--- src/rtl/core_bp_track.sv ---
// In-order tracking queue for in-flight conditional branches: captures the IF-stage
// prediction context and emits a registered PHT update bundle when EX resolves the oldest entry.
module core_bp_track #(
    parameter int unsigned DEPTH = 4,
    parameter int unsigned PTR_W = 2,
    parameter int unsigned PC_W  = 6,
    parameter int unsigned BHR_W = 4,
    parameter int unsigned PHT_W = 2
) (
    input  logic             clk,
    input  logic             rst,
    input  logic             push,
    input  logic [PC_W-1:0]  push_pc,
    input  logic [BHR_W-1:0] push_bhr,
    input  logic [PHT_W-1:0] push_pht,
    input  logic             res_valid,
    input  logic             res_taken,
    input  logic             flush,
    output logic             full,
    output logic             empty,
    output logic [PTR_W:0]   count,
    output logic             update_BP,
    output logic             pred_right,
    output logic             taken,
    output logic [BHR_W-1:0] BHR_in,
    output logic [PHT_W-1:0] delayed_PHT,
    output logic [PC_W-1:0]  id_pc,
    output logic             mispredict,
    output logic             overflow
);

    logic [PC_W-1:0]  pc_mem_q  [DEPTH];
    logic [BHR_W-1:0] bhr_mem_q [DEPTH];
    logic [PHT_W-1:0] pht_mem_q [DEPTH];

    logic [PTR_W-1:0] head_q, head_d, tail_q, tail_d;
    logic [PTR_W:0]   count_q, count_d;

    logic             upd_q, upd_d, pr_q, pr_d, tk_q, tk_d, mis_q, mis_d, ovf_q, ovf_d;
    logic [BHR_W-1:0] bhr_q, bhr_d;
    logic [PHT_W-1:0] pht_q, pht_d;
    logic [PC_W-1:0]  pc_q, pc_d;

    logic pop, pred_ok, mis, clear, push_acc;

    assign full  = (count_q == (PTR_W+1)'(DEPTH));
    assign empty = (count_q == '0);
    assign count = count_q;

    always_comb begin
        pop      = res_valid && !empty;
        pred_ok  = (pht_mem_q[head_q][PHT_W-1] == res_taken);
        mis      = pop && !pred_ok;
        // A mispredicted pop or an external flush kills every younger entry, including a same-cycle push.
        clear    = flush || mis;
        push_acc = push && (!full || pop) && !clear;

        head_d  = clear ? '0 : head_q + PTR_W'(pop);
        tail_d  = clear ? '0 : tail_q + PTR_W'(push_acc);
        count_d = clear ? '0 : count_q + (PTR_W+1)'(push_acc) - (PTR_W+1)'(pop);
        ovf_d   = ovf_q | (push & full & ~pop);

        upd_d = pop;
        mis_d = mis;
        pr_d  = pr_q;
        tk_d  = tk_q;
        bhr_d = bhr_q;
        pht_d = pht_q;
        pc_d  = pc_q;
        if (pop) begin
            pr_d  = pred_ok;
            tk_d  = res_taken;
            bhr_d = bhr_mem_q[head_q];
            pht_d = pht_mem_q[head_q];
            pc_d  = pc_mem_q[head_q];
        end
    end

    always_ff @(posedge clk) begin
        if (rst) begin
            head_q  <= '0;
            tail_q  <= '0;
            count_q <= '0;
            upd_q   <= 1'b0;
            pr_q    <= 1'b0;
            tk_q    <= 1'b0;
            mis_q   <= 1'b0;
            ovf_q   <= 1'b0;
            bhr_q   <= '0;
            pht_q   <= '0;
            pc_q    <= '0;
        end else begin
            head_q  <= head_d;
            tail_q  <= tail_d;
            count_q <= count_d;
            upd_q   <= upd_d;
            pr_q    <= pr_d;
            tk_q    <= tk_d;
            mis_q   <= mis_d;
            ovf_q   <= ovf_d;
            bhr_q   <= bhr_d;
            pht_q   <= pht_d;
            pc_q    <= pc_d;
        end
    end

    always_ff @(posedge clk) begin
        if (!rst && push_acc) begin
            pc_mem_q[tail_q]  <= push_pc;
            bhr_mem_q[tail_q] <= push_bhr;
            pht_mem_q[tail_q] <= push_pht;
        end
    end

    assign update_BP   = upd_q;
    assign pred_right  = pr_q;
    assign taken       = tk_q;
    assign BHR_in      = bhr_q;
    assign delayed_PHT = pht_q;
    assign id_pc       = pc_q;
    assign mispredict  = mis_q;
    assign overflow    = ovf_q;

endmodule

--- config.mk ---
export PLATFORM = sky130hd
export DESIGN_NAME = core_bp_track
export DESIGN_NICKNAME = d
export VERILOG_FILES = /design/src/rtl/core_bp_track.sv
export SDC_FILE = /design/constraint.sdc
export NUM_CORES = 1
export LEC_CHECK = 0
export CAP_MARGIN = 10
export CELL_PAD_IN_SITES_DETAIL_PLACEMENT = 1
export CELL_PAD_IN_SITES_GLOBAL_PLACEMENT = 1
export CORE_MARGIN = 2
export CORE_UTILIZATION = 40
export CTS_BUF_LIST = sky130_fd_sc_hd__clkbuf_4 sky130_fd_sc_hd__clkbuf_8
export DETAILED_ROUTE_END_ITERATION = 16
export PLACE_DENSITY_LB_ADDON = 0.1
export SETUP_SLACK_MARGIN = 0.05
export SLEW_MARGIN = 20
export SYNTH_ARGS = -nofsm -noshare
export SYNTH_HDL_FRONTEND = slang
export SYNTH_SLANG_ARGS = --single-unit
export TNS_END_PERCENT = 30
--- constraint.sdc ---
create_clock -name clk -period 3.5 [get_ports clk]
set_input_delay 0.7 -clock clk [delete_from_list [all_inputs] [get_ports clk]]
set_output_delay 0.7 -clock clk [all_outputs]
set_load 0.02 [all_outputs]
# Word-level counts from Yosys, hierarchy flattened
# Memory sizes are Yosys's and may differ from the RTL's. A register that Yosys moved wholly into a read port is not among the register bits.
# Index checks and enable logic that the tools add are counted.
# W data, S select, Z words.
dict set report word_totals {
  reg_bits 14
  ram_bits 48
  output_inout_bits 22
  n_memories 3
}
# name words width read_ports rd_ports_with_merged_regs wr line
set memory_table {}
lappend memory_table {pc_mem_q 4 6 1 1 1 32} ;# logic [PC_W-1:0] pc_mem_q [DEPTH];
lappend memory_table {bhr_mem_q 4 4 1 1 1 33} ;# logic [BHR_W-1:0] bhr_mem_q [DEPTH];
lappend memory_table {pht_mem_q 4 2 1 1 1 34} ;# logic [PHT_W-1:0] pht_mem_q [DEPTH];
dict set report op_classes {
  add_sub_neg 4
  eq_ne 2
  mux 3
  n_bitwise 4
  reduce_logical 14
}
# cell n
set ops {}
lappend ops {{$logic_and A1 B1 Y1} 5}
lappend ops {{$logic_not A1 Y1} 5}
lappend ops {{$add A2 B1 Y2} 2}
lappend ops {{$add A3 B1 Y3} 1}
lappend ops {{$eq A3 B3 Y1 const B} 1}
lappend ops {{$logic_not A3 Y1} 1}
lappend ops {{$sub A3 B1 Y3} 1}
lappend ops {{$and A1 B1 Y1} 2}
lappend ops {{$logic_or A1 B1 Y1} 2}
lappend ops {{$mux W1} 2}
lappend ops {{$mux W2} 1}
lappend ops {{$reduce_or A2 Y1} 1}
lappend ops {{$eq A1 B1 Y1} 1}
lappend ops {{$not A1 Y1} 1}
lappend ops {{$or A1 B1 Y1} 1}

# Longest topological paths before layout
dict set report logic_depth {
  depth_word 10
  depth_mapped 10
  ltp_nobuf 10
}

# Least setup slack after synthesis
# Ideal clock, no wire load.
dict set report synth_timing {
  kind {register to register}
  from {register head_q[0] (netlist name)}
  to {memory bhr_mem_q[2][0], enable pin}
  arrival_ns 2.140
  path_slack_ns 0.965
  stages_incl_launch_ff 4
  n_path_buf 0
  synth_period_minus_slack_ns 2.535
  path_cell_list {dfxtp_1 mux4_2 xor2_2 a2111oi_2}
}
# element line
set synth_rtl {}
lappend synth_rtl {{to (decl)} 33}

# Worst setup path in the final report
dict set report layout_timing {
  from {input port res_valid}
  to {register count_q[2] (netlist: count[2])}
}
dict set report layout_between {
  elab_chain_cells 7
}
# element line
set layout_rtl {}
lappend layout_rtl {{from (decl)} 16} ;# input logic res_valid,
lappend layout_rtl {{$logic_and A1 B1 Y1 *} 51} ;# pop = res_valid && !empty;
lappend layout_rtl {{$logic_and A1 B1 Y1} 53} ;# mis = pop && !pred_ok;
lappend layout_rtl {{$logic_or A1 B1 Y1} 55} ;# clear = flush || mis;
lappend layout_rtl {{$logic_not A1 Y1} 56} ;# push_acc = push && (!full || pop) && !clear;
lappend layout_rtl {{$logic_and A1 B1 Y1} 56}
lappend layout_rtl {{$add A3 B1 Y3} 60} ;# count_d = clear ? '0 : count_q + (PTR_W+1)'(push_acc) - (PTR_W+1)'(pop);
lappend layout_rtl {{$sub A3 B1 Y3} 60}
lappend layout_rtl {{to (signal assigned)} 95} ;# count_q <= count_d;
lappend layout_rtl {{to (decl)} 37} ;# logic [PTR_W:0] count_q, count_d;
# Every way passes the cells marked *; elsewhere a longest branch is shown, timed or not.
# A chain may end at the register's enable or synchronous reset.

==> results.py <==
metrics = {
    "outcome": {
        "outcome": "complete, no violations",
    },
    "placed_design": {
        "dp_hpwl_um": 4080,
        "placed_area_um2": 3360,
        "port-buffer-count": 39,
        "gp_congestion": 0.802,
    },
    "cts": {
        "cts_setup_buffers": 0,
        "cts_tree": "built",
        "clkTransAtPathRegs_ns": 0.08,
        "h-tree-depth": 3,
        "cts_buffer_depth": 2,
        "ctsResizeCount": 0,
        "ctsRootBufferMaster": "clkbuf_8",
        "ctsHoldBuffers": 0,
        "cts.sink_count": 72,
        "clk_latency_ns": 0.35,
        "numCtsBuffers": 9,
    },
    "sta": {
        "whs_ns": 0.456,
        "setup_tns_ns": 0,
        "setup_viol": 0,
        "slew_viol_final": 0,
        "report.final.hold_viol_count": 0,
        "slew_headroom_pct": 43.1,
        "min_period_ns": 2.73,
        "fmax_ghz": 0.367,
        "finalCritPeriodShare_pct": 77.9,
        "skew_ns": 0.0151,
        "tightest_slew_ns": 0.854,
        "rsz0062_at_grt": "no",
    },
    "setup_path": {
        "slowest_stage": "or4b_2",
        "crit_chain": "clkdlybuf4s50_1 -> or4b_2 -> a21oi_1 -> a21oi_1 -> ha_1 -> inv_1 -> fa_1 -> xor2_1 -> xnor2_1 -> a211oi_2",
        "max_stage_delay_ns": 0.72,
        "worst_setup_path_start_kind": "primary input",
        "arrival_ns": 3.00,
        "cp-startpoint": "res_valid",
        "critPathCaptureType": "flip-flop",
        "cpMostUsedCell": "a21oi_1",
        "crit_type": "primary input to flip-flop",
        "cp.required_ns": 3.78,
        "crit_fanout": 5,
        "rr_startpoint": "count[1]",
    },
    "hold_path": {
        "worstHoldPathType": "flip-flop to flip-flop",
        "holdCritStartpoint": "id_pc[5]",
    },
    "routing": {
        "routed_wirelength_um": 6100,
        "ant_nets": 0,
        "post-route-drc-count": 0,
        "num_vias": 1683,
        "wl_per_cell_um": 18.1,
        "drtPass1Iterations": 4,
        "first_iter_violations": 87,
        "viasPerCell": 4.99,
    },
    "finish": {
        "final_common_cell": "edfxtp_1",
        "syn2layout_area_growth_pct": 27.8,
        "drive_gt1_share_pct": 21.6,
        "layout.nets": 257,
        "fin_area_um2": 3600,
        "antennaDiodeCount": 0,
        "layout_common_cells": "edfxtp_1, clkdlybuf4s50_1, nand2_1",
    },
    "global_route": {
        "grtUsageMet3_pct": 4.71,
        "grtUsageMet2_pct": 28.4,
        "met1_usage_pct": 22.5,
        "grt_antenna_before_repair": 0,
        "grt_first_pass_wirelength_um": 9720,
        "grt_pass1_vias": 1822,
        "grtUsageTotal_pct": 17.7,
        "busiest_layer": "met2",
        "grt_overflow": 0,
        "grt_max_degree": 21,
    },
    "synthesis": {
        "seq_area_frac_synth_pct": 68.2,
        "ys_types": 33,
        "ys_seq_elements": 72,
        "yosys_warnings": 0,
        "yosys.area.top_type": "edfxtp_1",
        "syn_area_um2": 2820,
        "avgSynthCellArea_um2": 15.3,
        "synth_area_leaders": "edfxtp_1, dfxtp_1, mux4_2",
        "synth_flop_cell": "edfxtp_1",
        "syn-num-nets": 205,
        "synthCells": 184,
        "async_reset_ff_share_pct": 0,
        "synth_top_area_share_pct": 51.2,
        "synth_enable_flop_cells": 48,
    },
    "pwr": {
        "p_leak_nw": 1.15,
        "clockPowerShare_pct": 40.7,
        "seq_power_share_pct": 50.6,
        "cellInternalPower_mw": 1.43,
        "netSwitchingFraction_pct": 22.3,
        "vdd.ir_drop.worst_mv": 0.340,
        "p_per_area_nw_per_um2": 513,
        "switchingPower_uw": 411,
        "power_frac_comb_pct": 8.7,
    },
    "floorplan": {
        "fp.dieArea_um2": 7730,
        "start_util_pct": 41.5,
        "io_pins": 40,
        "fp.dieH_um": 87.9,
        "core-area_um2": 6790,
        "die_x_um": 87.9,
        "num_rows": 30,
    },
    "flow_run": {
        "drv_cap": 0,
    },
}
==> power groups by stage <==
stage,combinational [mW],clock (mW),sequential [mW]
4_1_cts,0.161,0.773,0.934
3_3_place_gp,0.155,0,0.952
5_1_grt,0.174,0.807,0.936
3_5_place_dp,0.160,0,0.954
2_1_floorplan,0.0726,0,0.964
6_report,0.160,0.751,0.934
==> through the flow <==
step	setup WS (ns)	cells	total power [mW]	utilization, %
finish	0.774	337	1.85	53.0
global route	0.591	337	1.92	53.0
CTS	0.712	337	1.87	52.9
detailed placement	0.396	321	1.11	49.5
global placement	0.478	321	1.11	49.5
floorplan	0.965	184	1.04	-
==> state kept, by name, summed over array words and instances, names as in the netlist <==
| name | flops |
|---|---|
| delayed_PHT | 2 |
| count | 3 |
| pc_mem_q | 24 |
| taken | 1 |
| update_BP | 1 |
| pred_right | 1 |
| bhr_mem_q | 16 |
| mispredict | 1 |
| BHR_in | 4 |
| tail_q | 2 |
| id_pc | 6 |
| overflow | 1 |
| pht_mem_q | 8 |
| head_q | 2 |
==> Yosys cell counts, types with 2 or more instances <==
library cell   n
a211oi_2       5
a21oi_1       19
xnor2_1        3
o21ai_0        2
a221oi_2       2
nand2_1       30
buf_2          2
nor3_1         3
inv_1          2
a2111oi_2      2
clkbuf_1       5
edfxtp_1      48
dfxtp_1       24
mux4_2        12
nor2_1         5
ha_1           2
nand2b_1       2
==> routing by layer <==
layer  routed length (µm)  share of wire [%]
met1                 2670                 44
met2                 3060                 50
met3                  236                3.9
met4                  134                2.2
met5                    0                  0
==> final timing paths <==
kind | end | slack (ns) | cells after the start
worst max-delay path | count[2] | 0.77 | 10
worst min-delay path | id_pc[5] | 0.46 | 2
worst max register to register | count[2] | 0.83 | 9
worst min register to register | id_pc[5] | 0.46 | 2
==> cells by family after synthesis <==
logic type      share of synthesized area (%)
xor+xnor                                 1.82
compound gates                           9.06
simple gates                             7.90
buf+inv                                  1.82
fa+ha+maj                                1.60
flops                                    68.2
mux                                      9.59
==> layout make-up <==
type / count / area (µm²)
fillers: 655 / 3190
flip-flops and latches: 72 / 1920
multi-input cells: 101 / 852
repair buffers: 49 / 465
clock buffers: 12 / 153
well taps: 96 / 120
clock inverters: 4 / 76.3
inverters: 3 / 11.3
==> worst max-delay path, delay by kind of cell <==
family | cells | cell delay (ns)
fa+ha+maj | 2 | 0.36
xor+xnor | 2 | 0.27
buf+inv | 2 | 0.54
simple gates | 1 | 0.72
compound gates | 3 | 0.41
Power figures use the tool's default switching activity.
